**src/rtl/hamming_secded_decoder.sv**
```systemverilog
// SECDED decoder that masters a shared byte-wide data memory: reads 16-bit codewords,
// corrects single errors, flags double errors, and writes 11-bit data plus 2-bit status.
module hamming_secded_decoder #(
    parameter int ADDR_W    = 8,
    parameter int SRC_BASE  = 30,
    parameter int DST_BASE  = 0,
    parameter int NUM_WORDS = 15
) (
    input  logic              clk,
    input  logic              reset,
    input  logic              start,
    output logic              done,
    output logic              busy,
    output logic [ADDR_W-1:0] mem_addr,
    input  logic [7:0]        mem_rd_data,
    output logic              mem_wr_en,
    output logic [7:0]        mem_wr_data,
    output logic [6:0]        n_single,
    output logic [6:0]        n_double
);

    typedef enum logic [2:0] {IDLE, RD_LO, RD_HI, DEC, WR_LO, WR_HI, DONE} state_t;

    localparam logic [6:0] LAST = 7'(NUM_WORDS - 1);

    state_t      state, state_nxt;
    logic [6:0]  idx;
    logic [15:0] cw;
    logic [15:0] fixed;
    logic [1:0]  flag;
    logic [3:0]  syn;
    logic        par;
    logic [ADDR_W-1:0] offs;

    assign offs = ADDR_W'({idx, 1'b0});

    always_comb begin
        syn = '0;
        for (int k = 1; k < 16; k++)
            if (cw[k]) syn = syn ^ 4'(k);
        par = ^cw;
    end

    always_ff @(posedge clk) begin
        if (!reset) state <= IDLE;
        else        state <= state_nxt;
    end

    always_comb begin
        state_nxt = state;
        case (state)
            IDLE, DONE: if (start) state_nxt = RD_LO;
            RD_LO:      state_nxt = RD_HI;
            RD_HI:      state_nxt = DEC;
            DEC:        state_nxt = WR_LO;
            WR_LO:      state_nxt = WR_HI;
            WR_HI:      state_nxt = (idx == LAST) ? DONE : RD_LO;
            default:    state_nxt = IDLE;
        endcase
    end

    always_ff @(posedge clk) begin
        if (!reset) begin
            idx      <= '0;
            cw       <= '0;
            fixed    <= '0;
            flag     <= '0;
            n_single <= '0;
            n_double <= '0;
        end else begin
            case (state)
                IDLE, DONE: if (start) begin
                    idx      <= '0;
                    n_single <= '0;
                    n_double <= '0;
                end
                RD_LO: cw[7:0]  <= mem_rd_data;
                RD_HI: cw[15:8] <= mem_rd_data;
                DEC: begin
                    // Odd overall parity means one flip; syn==0 points at p0, leaving data intact.
                    if (par) begin
                        fixed <= cw ^ (16'd1 << syn);
                        flag  <= 2'b01;
                        if (n_single != 7'd127) n_single <= n_single + 7'd1;
                    end else if (syn != 4'd0) begin
                        fixed <= cw;
                        flag  <= 2'b10;
                        if (n_double != 7'd127) n_double <= n_double + 7'd1;
                    end else begin
                        fixed <= cw;
                        flag  <= 2'b00;
                    end
                end
                WR_HI: if (idx != LAST) idx <= idx + 7'd1;
                default: ;
            endcase
        end
    end

    always_comb begin
        done        = (state == DONE);
        busy        = (state != IDLE) && (state != DONE);
        mem_wr_en   = 1'b0;
        mem_addr    = '0;
        mem_wr_data = '0;
        case (state)
            RD_LO: mem_addr = ADDR_W'(SRC_BASE) + offs;
            RD_HI: mem_addr = ADDR_W'(SRC_BASE) + offs + ADDR_W'(1);
            WR_LO: begin
                mem_wr_en   = 1'b1;
                mem_addr    = ADDR_W'(DST_BASE) + offs;
                mem_wr_data = {fixed[12:9], fixed[7:5], fixed[3]};
            end
            WR_HI: begin
                mem_wr_en   = 1'b1;
                mem_addr    = ADDR_W'(DST_BASE) + offs + ADDR_W'(1);
                mem_wr_data = {flag, 3'b000, fixed[15:13]};
            end
            default: ;
        endcase
    end

endmodule

```
**config.mk**
```make
export PLATFORM = sky130hd
export DESIGN_NAME = hamming_secded_decoder
export DESIGN_NICKNAME = d
export VERILOG_FILES = /design/src/rtl/hamming_secded_decoder.sv
export SDC_FILE = /design/constraint.sdc
export NUM_CORES = 1
export LEC_CHECK = 0
export CAP_MARGIN = 40
export CORE_ASPECT_RATIO = 2
export CORE_MARGIN = 1
export CORE_UTILIZATION = 50
export DETAILED_ROUTE_END_ITERATION = 8
export PLACE_DENSITY = 0.77
export SLEW_MARGIN = 20
export SYNTH_ARGS = -nofsm -noshare
export SYNTH_HDL_FRONTEND = slang
export SYNTH_SLANG_ARGS = --single-unit
```
**constraint.sdc**
```tcl
create_clock -name clk -period 5.1 [get_ports clk]
set_input_delay 1.53 -clock clk [delete_from_list [all_inputs] [get_ports clk]]
set_output_delay 1.53 -clock clk [all_outputs]
set_load 0.01 [all_outputs]
```
==> results of run 1 <==
==> per-layer routing <==
metal	GRT usage, %	vias to the layer above
met2	45.9	73
met5	0	-
li1	-	1367
met3	5.20	24
met1	24.9	1326
met4	12.1	0
==> cells by family after synthesis <==
logic type / count (synthesis) / share of synthesized area [%]
buf+inv: 26 / 3.36
simple gates: 126 / 20.4
compound gates: 83 / 16.3
mux: 24 / 7.59
xor+xnor: 51 / 16.8
flops: 53 / 33.5
fa+ha+maj: 5 / 1.98
==> registers in the layout, indices dropped and copies added (netlist names) <==
| register | count |
|---|---|
| idx | 7 |
| flag | 2 |
| n_single | 7 |
| fixed | 11 |
| state | 3 |
| n_double | 7 |
| cw | 16 |
==> metrics by stage <==
step	worst slack, ns	utilization [%]	hold WS [ns]	power [W]
after floorplan	1.55	-	0.443	0.000668
after CTS	0.727	62.9	0.481	0.00110
after global placement	1.12	60.3	0.464	0.000739
after detailed placement	1.06	60.3	0.470	0.000747
final	0.706	62.9	0.476	0.00110
after global routing	0.406	62.9	0.500	0.00115
==> final cells by class <==
| type | count | area, um2 | area share [%] |
|---|---|---|---|
| Tap cell | 84 | 105 | 2.76 |
| Inverter | 6 | 22.5 | 0.592 |
| Multi-Input combinational cell | 289 | 2000 | 52.4 |
| Timing Repair Buffer | 48 | 468 | 12.3 |
| Clock inverter | 3 | 28.8 | 0.756 |
| Sequential cell | 53 | 1060 | 27.9 |
| Clock buffer | 5 | 125 | 3.29 |
==> power groups by stage <==
stage          Combinational, W  Sequential (W)  Clock (W)
6_report               0.000291        0.000449   0.000358
5_1_grt                0.000315        0.000452   0.000380
4_1_cts                0.000290        0.000449   0.000364
3_5_place_dp           0.000287        0.000459          0
3_3_place_gp           0.000280        0.000459          0
2_1_floorplan          0.000217        0.000451          0
==> worst min-delay path: stages, from the launching register on <==
cell and delay, ns:
dfxtp_1 0.32, nand2_1 0.05, a21boi_0 0.06
==> Yosys cell counts (3+ instances only) <==
master	number	area [um2]
nor2b_1	21	131
nor3b_1	3	22.5
nor2_1	33	124
a211oi_1	3	22.5
clkbuf_1	16	60.1
nand2b_1	3	18.8
ha_1	5	62.6
inv_1	5	18.8
xor2_1	22	193
xor2_2	6	97.6
a21oi_1	23	115
mux2i_1	24	240
o21ai_0	24	120
nand3_1	11	55.1
nor4_1	9	56.3
and3_1	4	25.0
o21a_1	3	22.5
xnor2_1	20	175
o22ai_1	14	87.6
nand2_1	16	60.1
nor3_1	16	80.1
and2_1	4	25.0
dfxtp_1	53	1060
==> worst max path at each step <==
stage / slack (ns) / cells after the start / endpoint
CTS: 0.73 / 9 / mem_addr[5]
global placement: 1.12 / 9 / mem_addr[5]
detailed placement: 1.06 / 9 / mem_addr[5]
floorplan: 1.55 / 5 / mem_addr[7]
global route: 0.41 / 9 / mem_addr[6]
finish: 0.71 / 9 / mem_addr[7]
==> summary.md, run 1 <==
| Metric | Value |
|---|---|
| FF-to-FF Start | cw[12] |
| Most frequent cells in the layout | dfxtp_1 (53), clkdlybuf4s50_1 (43), nor2_1 (33), o21ai_0 (24), mux2i_1 (24) |
| Core Box Area | 6060 um2 |
| Delay of the slowest cell on the worst path | 0.53 ns |
| Slew Limit Fails | 0 |
| Fin area | roughly 3800 um2 |
| Final Critical Period | 4.39 ns |
| Worst-Skew Late Latency | around 0.30 ns |
| Met3 WL | roughly 280 um |
| Number of synthesized flops with an enable pin | 0 |
| Peak supply drop | ~290 uV |
| Die height | 115 um |
| DRC viols | 0 |
| RePlAce Congestion | 1.00 |
| DRT Pass-1 Iters | 4 |
| Root Driver | clkbuf_16 |
| Worst-Margin Slew | slightly below 0.7 ns |
| Share of layout cells above drive strength 1 | under 10% |
| Critical path class | reg2out |
| Port Buffers | 43 |
| Gr usage total | about a quarter |
| Setup TNS | 0 ns |
| Largest net degree at the start of global routing | 41 |
| Avg Inst Size Synth | around 8.6 um2 |
| Starting Density | a little over half |
| Switching Share | around a third |
| Setup Viol. Count Final | 0 |
| Hold/Removal Path Class | reg2reg |
| Cells after Synth | 368 |
| Setup repair bufs after CTS | 0 |
| Number of diodes | 0 |
| Post-synth ARST share | 0% |
| Worst Hold Endpoint | flag[1] |
| Synth-to-layout area growth | 20.3% |
| CTS buffer count | 5 |
| Crit end category | primary output |
| Setup crit start kind | register |
| Num Clock Sinks | between 50 and 60 |
| Distinct cell type count after synthesis | 46 |
| CTS max path bufs | 2 |
| Pint | 0.000733 W |
| Slew headroom | between 50% and 60% |
| Net load switching power | 0.000366 W |
| Max-cap violations | 0 |
| Rows | 40 |
| Pleak | about 1.3 nW |
| CP startpoint | state[0] |
| Vias in the first global route | about 2.7k |
| Combinational Power Share | about a quarter |
| Reg2reg setup slack | around 2.3 ns |
| RSZ-0062 raised after global routing | no |
| Syn_nets | about 380 |
| Clock network power share | between 30% and 40% |
| Post-route insts no fill | between 400 and 500 |
| CP max-delay cell | dfxtp_1 |
| Total grt overflow | 0 |
| Status | completed |
| DR WL met2 | 4.27 mm |
| Die W | about 58 um |
| Post-Syn Area | 3160 um2 |
| Initial antenna violation count | 0 |
| Mean routed wirelength per cell | around 15 um |
| CTS Hold Bufs | 0 |
| Final Skew | 0.00885 ns |
| CP delay by family, top | buffers and inverters |
| Final period util | 86.2% |
| Flops & latches, synth | 53 |
| Starting DRT DRC Count | 142 |
| CP cell instances | buf_4 > nor2b_1 > nor2b_1 > buf_4 > nor2_1 > a31oi_1 > o21ai_0 > o41ai_1 > clkdlybuf4s50_1 |
| Commonest non-fill, non-tap cell in the layout | dfxtp_1 |
| Clock transition at path regs | approximately 0.070 ns |
| First-pass GRT wire length | 12.6 mm |
| Highest routed layer | met4 |
| Boundary pin count | between 40 and 50 |
| Flop pwr share | ~41% |
| Buf/Inv on CP | 3 |
| Routed Antenna Nets | 0 |
| Detailed Place HPWL | approximately 5.7 mm |
| Max Fclk | 0.228 GHz |
| Final nets | around 420 |
| Critical Path Fanout Max | 12 |
| Sequential fraction of the synthesis area | approximately 34% |
| Routed WL | 7.54 mm |
| Hold Path Depth | 2 |
| Final Hold Violating Endpoints | 0 |
| CP arrival | ~2.9 ns |
| Fillcell total | 548 |
| Vias post-DR | between 2k and 3k |
| Worst EP required | ~3.6 ns |
| CTS tree | built |
| R2R depth | 7 |
| Top_reg_cell synth | dfxtp_1 |
| Dpl cell area | 3650 um2 |
| DR vias/cell | between 5 and 6 |
| Pwr dens | 289 nW/um2 |
| Number of gates resized after CTS | 0 |
| R2r endpoint | n_double[2] |
| Worst Min Path Start | flag[1] |
| Die area | around 6700 um2 |
| Wire length on met1 | between 2 and 3 mm |
| Dpl cells | 480 |
| Synthesis Warnings | 0 |
| H-tree levels | 2 |
(Power assumes the default switching activity.)
==> inputs of run 2 (changes only) <==
--- a/config.mk
+++ b/config.mk
@@ -7,10 +7,10 @@
 export LEC_CHECK = 0
 export CAP_MARGIN = 40
 export CORE_ASPECT_RATIO = 2
-export CORE_MARGIN = 1
 export CORE_UTILIZATION = 50
 export DETAILED_ROUTE_END_ITERATION = 8
 export PLACE_DENSITY = 0.77
+export REMOVE_ABC_BUFFERS = 1
 export SLEW_MARGIN = 20
 export SYNTH_ARGS = -nofsm -noshare
 export SYNTH_HDL_FRONTEND = slang
==> run 2 against run 1 <==
Die area unchanged. Critical endpoint is now mem_addr[5]. Total power decreased by 1.7%. Non-clock buffer count decreased by 1. Global-route usage decreased by 0.49 points.
==> summary.md, run 2 (synthesized netlist as in run 1, its figures left out) <==
| Metric | Value |
|---|---|
| CP arrival | ~3.0 ns |
| Root Driver | clkbuf_16 |
| Setup repair bufs after CTS | 0 |
| Mean routed wirelength per cell | about 15 um |
| CP max-delay cell | dfxtp_1 |
| Dpl cells | around 480 |
| Starting Density | between 50% and 60% |
| Critical path class | reg2out |
| DRC viols | 0 |
| Peak supply drop | around 210 uV |
| Hold/Removal Path Class | reg2reg |
| Status | completed |
| Routed Antenna Nets | 0 |
| RePlAce Congestion | ~1.0 |
| Worst-Margin Slew | about 0.90 ns |
| Setup Viol. Count Final | 0 |
| Setup ws final | ~0.55 ns |
| Dpl ws | just under 0.9 ns |
| Pwr dens | between 200 and 300 nW/um2 |
| Initial antenna violation count | 0 |
| Slew Limit Fails | 0 |
| Routed WL | about 7.5 mm |
| Vias post-DR | roughly 2.7k |
| CP dominant cell by count | nor2b_1 |
| Setup crit start kind | register |
| Setup TNS | 0 ns |
| Final Util | between 60% and 70% |
| Most frequent cells in the layout | dfxtp_1 (53), clkdlybuf4s50_1 (43), nor2_1 (33), o21ai_0 (24), mux2i_1 (24) |
| Post-route insts no fill | between 400 and 500 |
| DR vias/cell | roughly 5.6 |
| CTS buffer count | 5 |
| Max Fclk | roughly 0.22 GHz |
| Number of diodes | 0 |
| Boundary pin count | 44 |
| Port Buffers | 43 |
| Synth-to-layout area growth | 20.0% |
| Final Critical Period | ~4.6 ns |
| Clock transition at path regs | about 0.060 ns |
| First-pass GRT wire length | approximately 12 mm |
| Pleak | between 1 and 1.5 nW |
| Crit end category | primary output |
| CP delay by family, top | simple AND/OR/NAND/NOR gates |
| Total grt overflow | 0 |
| Commonest non-fill, non-tap cell in the layout | dfxtp_1 |
| Final Hold Violating Endpoints | 0 |
| Rows | 40 |
| Buf/Inv on CP | 2 |
| Detailed Place HPWL | between 5 and 6 mm |
| RSZ-0062 raised after global routing | no |
| CTS Hold Bufs | 0 |
| Vias in the first global route | between 2k and 3k |
| Num Clock Sinks | 53 |
| Delay of the slowest cell on the worst path | 0.83 ns |
| Die area | around 6700 um2 |
| Largest net degree at the start of global routing | 41 |
| Final nets | 418 |
| CTS max path bufs | 2 |
| Top Registers | cw: 16 flops, fixed: 11 flops |
| Number of gates resized after CTS | 0 |
| Gr usage total | between 20% and 30% |
| Die height | 115 um |
| Slew headroom | roughly two fifths |
| Share of layout cells above drive strength 1 | approximately 6.0% |
| H-tree levels | 2 |
| Top reg by flops | cw |
| Fillcell total | 537 |
| Worst-Skew Late Latency | between 0.2 and 0.3 ns |
| Final Skew | about 0.0037 ns |
| CTS tree | built |
| Worst EP required | approximately 3.6 ns |
| Die W | 58.3 um |
| Critical Path Fanout Max | 22 |
| Largest register FFs | 16 |
| CP cell instances | nor2b_1 > nor2b_1 > buf_4 > nor2_1 > o21ai_0 > nand2_1 > o31ai_1 > clkdlybuf4s50_1 |
| DRT Pass-1 Iters | 4 |
| Hold_ws | around 0.47 ns |
| Final period util | roughly nine tenths |
| Core Box Area | just over 6000 um2 |
| Max-cap violations | 0 |
| Starting DRT DRC Count | 119 |
## run 2: worst paths after layout
path,from,slack [ns],cells after the start,to
min,flag[1],0.47,2,flag[1]
max,state[0],0.55,8,mem_addr[5]
min reg2reg,flag[1],0.47,2,flag[1]
max reg2reg,cw[9],2.24,7,n_double[2]
## run 2: area by class of cell
type,count,area (um2),area share (%)
Sequential cell,53,1060,27.9
Multi-Input combinational cell,289,2000,52.6
Tap cell,84,105,2.77
Timing Repair Buffer,47,468,12.3
Clock buffer,7,143,3.76
Inverter,6,22.5,0.593
## run 2: power breakdown
part	switching (W)	leakage, nW	internal, W	total (W)
Sequential	0.0000229	0.429	0.000429	0.000452
Combinational	0.000173	0.813	0.000116	0.000289
Clock	0.000147	0.0700	0.000193	0.000340
## run 2: worst reg2reg max path: cells and delay by family, from the launching register on
kind,cells,cell delay (ns)
xor+xnor,4,1.54
compound gates,2,0.34
simple gates,1,0.52
flops,1,0.36
## run 2: through the flow
stage               power (W)  area [um2]
global route          0.00113        3800
floorplan            0.000662        3080
finish                0.00108        3800
detailed placement   0.000747        3650
CTS                   0.00108        3800
global placement     0.000739        3640
## run 2: metal layers
metal  vias up  routed length [um]  global-route usage (%)
li1       1363                   -                       -
met1      1273                2770                    22.8
met2        62                4210                    47.1
met3        22                 177                    3.84
met4         0                 342                    12.7
met5         -                   0                       0
==> inputs of run 3 (changes only) <==
--- a/config.mk
+++ b/config.mk
@@ -7,6 +7,7 @@
 export LEC_CHECK = 0
 export CAP_MARGIN = 40
 export CORE_ASPECT_RATIO = 2
+export CORE_MARGIN = 1.5
 export CORE_UTILIZATION = 50
 export DETAILED_ROUTE_END_ITERATION = 8
 export PLACE_DENSITY = 0.77
==> constraint.sdc (replaced) <==
create_clock -name clk -period 5.1 [get_ports clk]
set_input_delay 0.51 -clock clk [delete_from_list [all_inputs] [get_ports clk]]
set_output_delay 0.51 -clock clk [all_outputs]
set_load 0.01 [all_outputs]
==> run 3 against run 2 <==
Sequential cell count unchanged. Register-to-register slack improved by 0.04 ns. Die area increased by 2.6%. Total power increased by 5.4%. Non-clock buffer count unchanged. Design area increased by 0.89%. Clock power increased by 18%. Worst setup slack improved by 1.0 ns. Wire length decreased by 0.19%. Critical path depth unchanged. Sequential power about the same.
==> summary.md, run 3 (synthesized netlist as in run 1, its figures left out) <==
| Metric | Value |
|---|---|
| Routed Antenna Nets | 0 |
| RePlAce Congestion | just under 1 |
| Max-cap violations | 0 |
| Rows | 40 |
| Most frequent cells in the layout | dfxtp_1 (53), clkdlybuf4s50_1 (43), nor2_1 (33), o21ai_0 (24), mux2i_1 (24) |
| Port Buffers | 43 |
| Slew headroom | a little under half |
| Dpl cells | between 400 and 500 |
| Setup TNS | 0 ns |
| R2r endpoint | n_double[2] |
| Pleak | 1.33 nW |
| Routed WL | around 7.5 mm |
| CTS buffer count | 5 |
| Share of layout cells above drive strength 1 | under 10% |
| Vias in the first global route | 2707 |
| Final Skew | approximately 0.0062 ns |
| First-pass GRT wire length | 12.4 mm |
| Max Fclk | approximately 0.28 GHz |
| H-tree levels | 2 |
| Worst-Margin Slew | between 0.7 and 0.8 ns |
| Num Clock Sinks | 53 |
| Critical path class | reg2out |
| CP max-delay cell | dfxtp_1 |
| Top reg by flops | cw |
| DRC viols | 0 |
| Number of gates resized after CTS | 0 |
| Buf/Inv on CP | 2 |
| Critical Path Fanout Max | 22 |
| Final Critical Period | about 3.5 ns |
| Boundary pin count | 44 |
| Vias post-DR | 2792 |
| Met3 WL | approximately 270 um |
| FF-to-FF Start | cw[9] |
| Synth-to-layout area growth | 21.0% |
| Worst-Skew Late Latency | ~0.30 ns |
| Post-route insts no fill | approximately 490 |
| Setup repair bufs after CTS | 0 |
| Die area | 6840 um2 |
| Setup crit start kind | register |
| CP cell instances | nor2b_1 > nor2b_1 > buf_4 > nor2_1 > a31oi_1 > o21ai_0 > o41ai_1 > clkdlybuf4s50_1 |
| Final Util | ~63% |
| Delay of the slowest cell on the worst path | slightly above 0.8 ns |
| Number of diodes | 0 |
| Core Box Area | 6060 um2 |
| Highest routed layer | met4 |
| R2R depth | 7 |
| Status | completed |
| Peak supply drop | around 280 uV |
| CP delay by family, top | flip-flops |
| Die W | approximately 60 um |
| Worst Min Path Start | flag[1] |
| Starting DRT DRC Count | 145 |
| Initial antenna violation count | 0 |
| Crit end category | primary output |
| Total grt overflow | 0 |
| DR WL met2 | 4.23 mm |
| Final Hold Violating Endpoints | 0 |
| DRT Pass-1 Iters | 4 |
| CTS tree | built |
| Final period util | 69.4% |
| Wire length on met1 | about 2.7 mm |
| Reg2reg setup slack | between 2 and 2.5 ns |
| Hold_ws | ~0.48 ns |
| Worst EP required | approximately 4.6 ns |
| RSZ-0062 raised after global routing | no |
| Hold Path Depth | 2 |
| Clock transition at path regs | about 0.07 ns |
| Largest net degree at the start of global routing | 40 |
| Final nets | 418 |
| Starting Density | about 52% |
| Worst Hold Endpoint | flag[1] |
| CP arrival | 3.03 ns |
| Commonest non-fill, non-tap cell in the layout | dfxtp_1 |
| Top Registers | cw: 16 flops, fixed: 11 flops |
| Die height | about 120 um |
| Hold/Removal Path Class | reg2reg |
| Gr usage total | a little under a quarter |
| DR vias/cell | approximately 5.7 |
| CP dominant cell by count | nor2b_1 |
| CTS Hold Bufs | 0 |
| Root Driver | clkbuf_16 |
| Largest register FFs | 16 |
| Setup Viol. Count Final | 0 |
| Pwr dens | 298 nW/um2 |
| Mean routed wirelength per cell | between 15 and 20 um |
| Detailed Place HPWL | between 5 and 6 mm |
| CTS max path bufs | 2 |
| Slew Limit Fails | 0 |
==> run 3: how the worst max path moves through the flow <==
stage             start           to  cells past startpoint
6_report       state[0]  mem_addr[7]                      8
5_1_grt        state[0]  mem_addr[7]                      8
4_1_cts        state[0]  mem_addr[7]                      8
3_5_place_dp   state[0]  mem_addr[7]                      8
3_3_place_gp   state[0]  mem_addr[5]                      8
2_1_floorplan  state[0]  mem_addr[7]                      4
==> run 3: through the flow <==
stage / total power [W] / cell area (um2) / worst slack (ns)
after global routing: 0.00119 / 3830 / 1.34
final: 0.00114 / 3830 / 1.56
after detailed placement: 0.000746 / 3650 / 1.93
after floorplan: 0.000662 / 3080 / 2.32
after global placement: 0.000739 / 3640 / 2.01
after CTS: 0.00114 / 3830 / 1.59
==> run 3: power breakdown <==
part | leakage [nW] | internal, W | switching (W) | total (W)
Combinational | 0.813 | 0.000116 | 0.000171 | 0.000287
Clock | 0.0831 | 0.000245 | 0.000155 | 0.000400
Sequential | 0.429 | 0.000429 | 0.0000232 | 0.000452
==> run 3: metal layers <==
| metal | GRT usage [%] | vias up |
|---|---|---|
| met1 | 23.6 | 1323 |
| li1 | - | 1361 |
| met4 | 11.8 | 0 |
| met3 | 3.35 | 22 |
| met2 | 44.8 | 86 |
| met5 | 0 | - |
==> run 3: area by class of cell <==
class	instances	area, um2
Tap cell	84	105
Clock inverter	2	37.5
Clock buffer	6	139
Inverter	6	22.5
Fill cell	553	2230
Sequential cell	53	1060
Multi-Input combinational cell	289	2000
Timing Repair Buffer	47	468
==> run 3: worst register-to-register path, cell delays in order (launching register included) <==
cell and delay (ns):
dfxtp_1 0.36, xnor2_1 0.46, xor2_2 0.37, xnor2_1 0.23
xor2_2 0.42, and4_1 0.52, a21oi_1 0.13, a31o_2 0.22
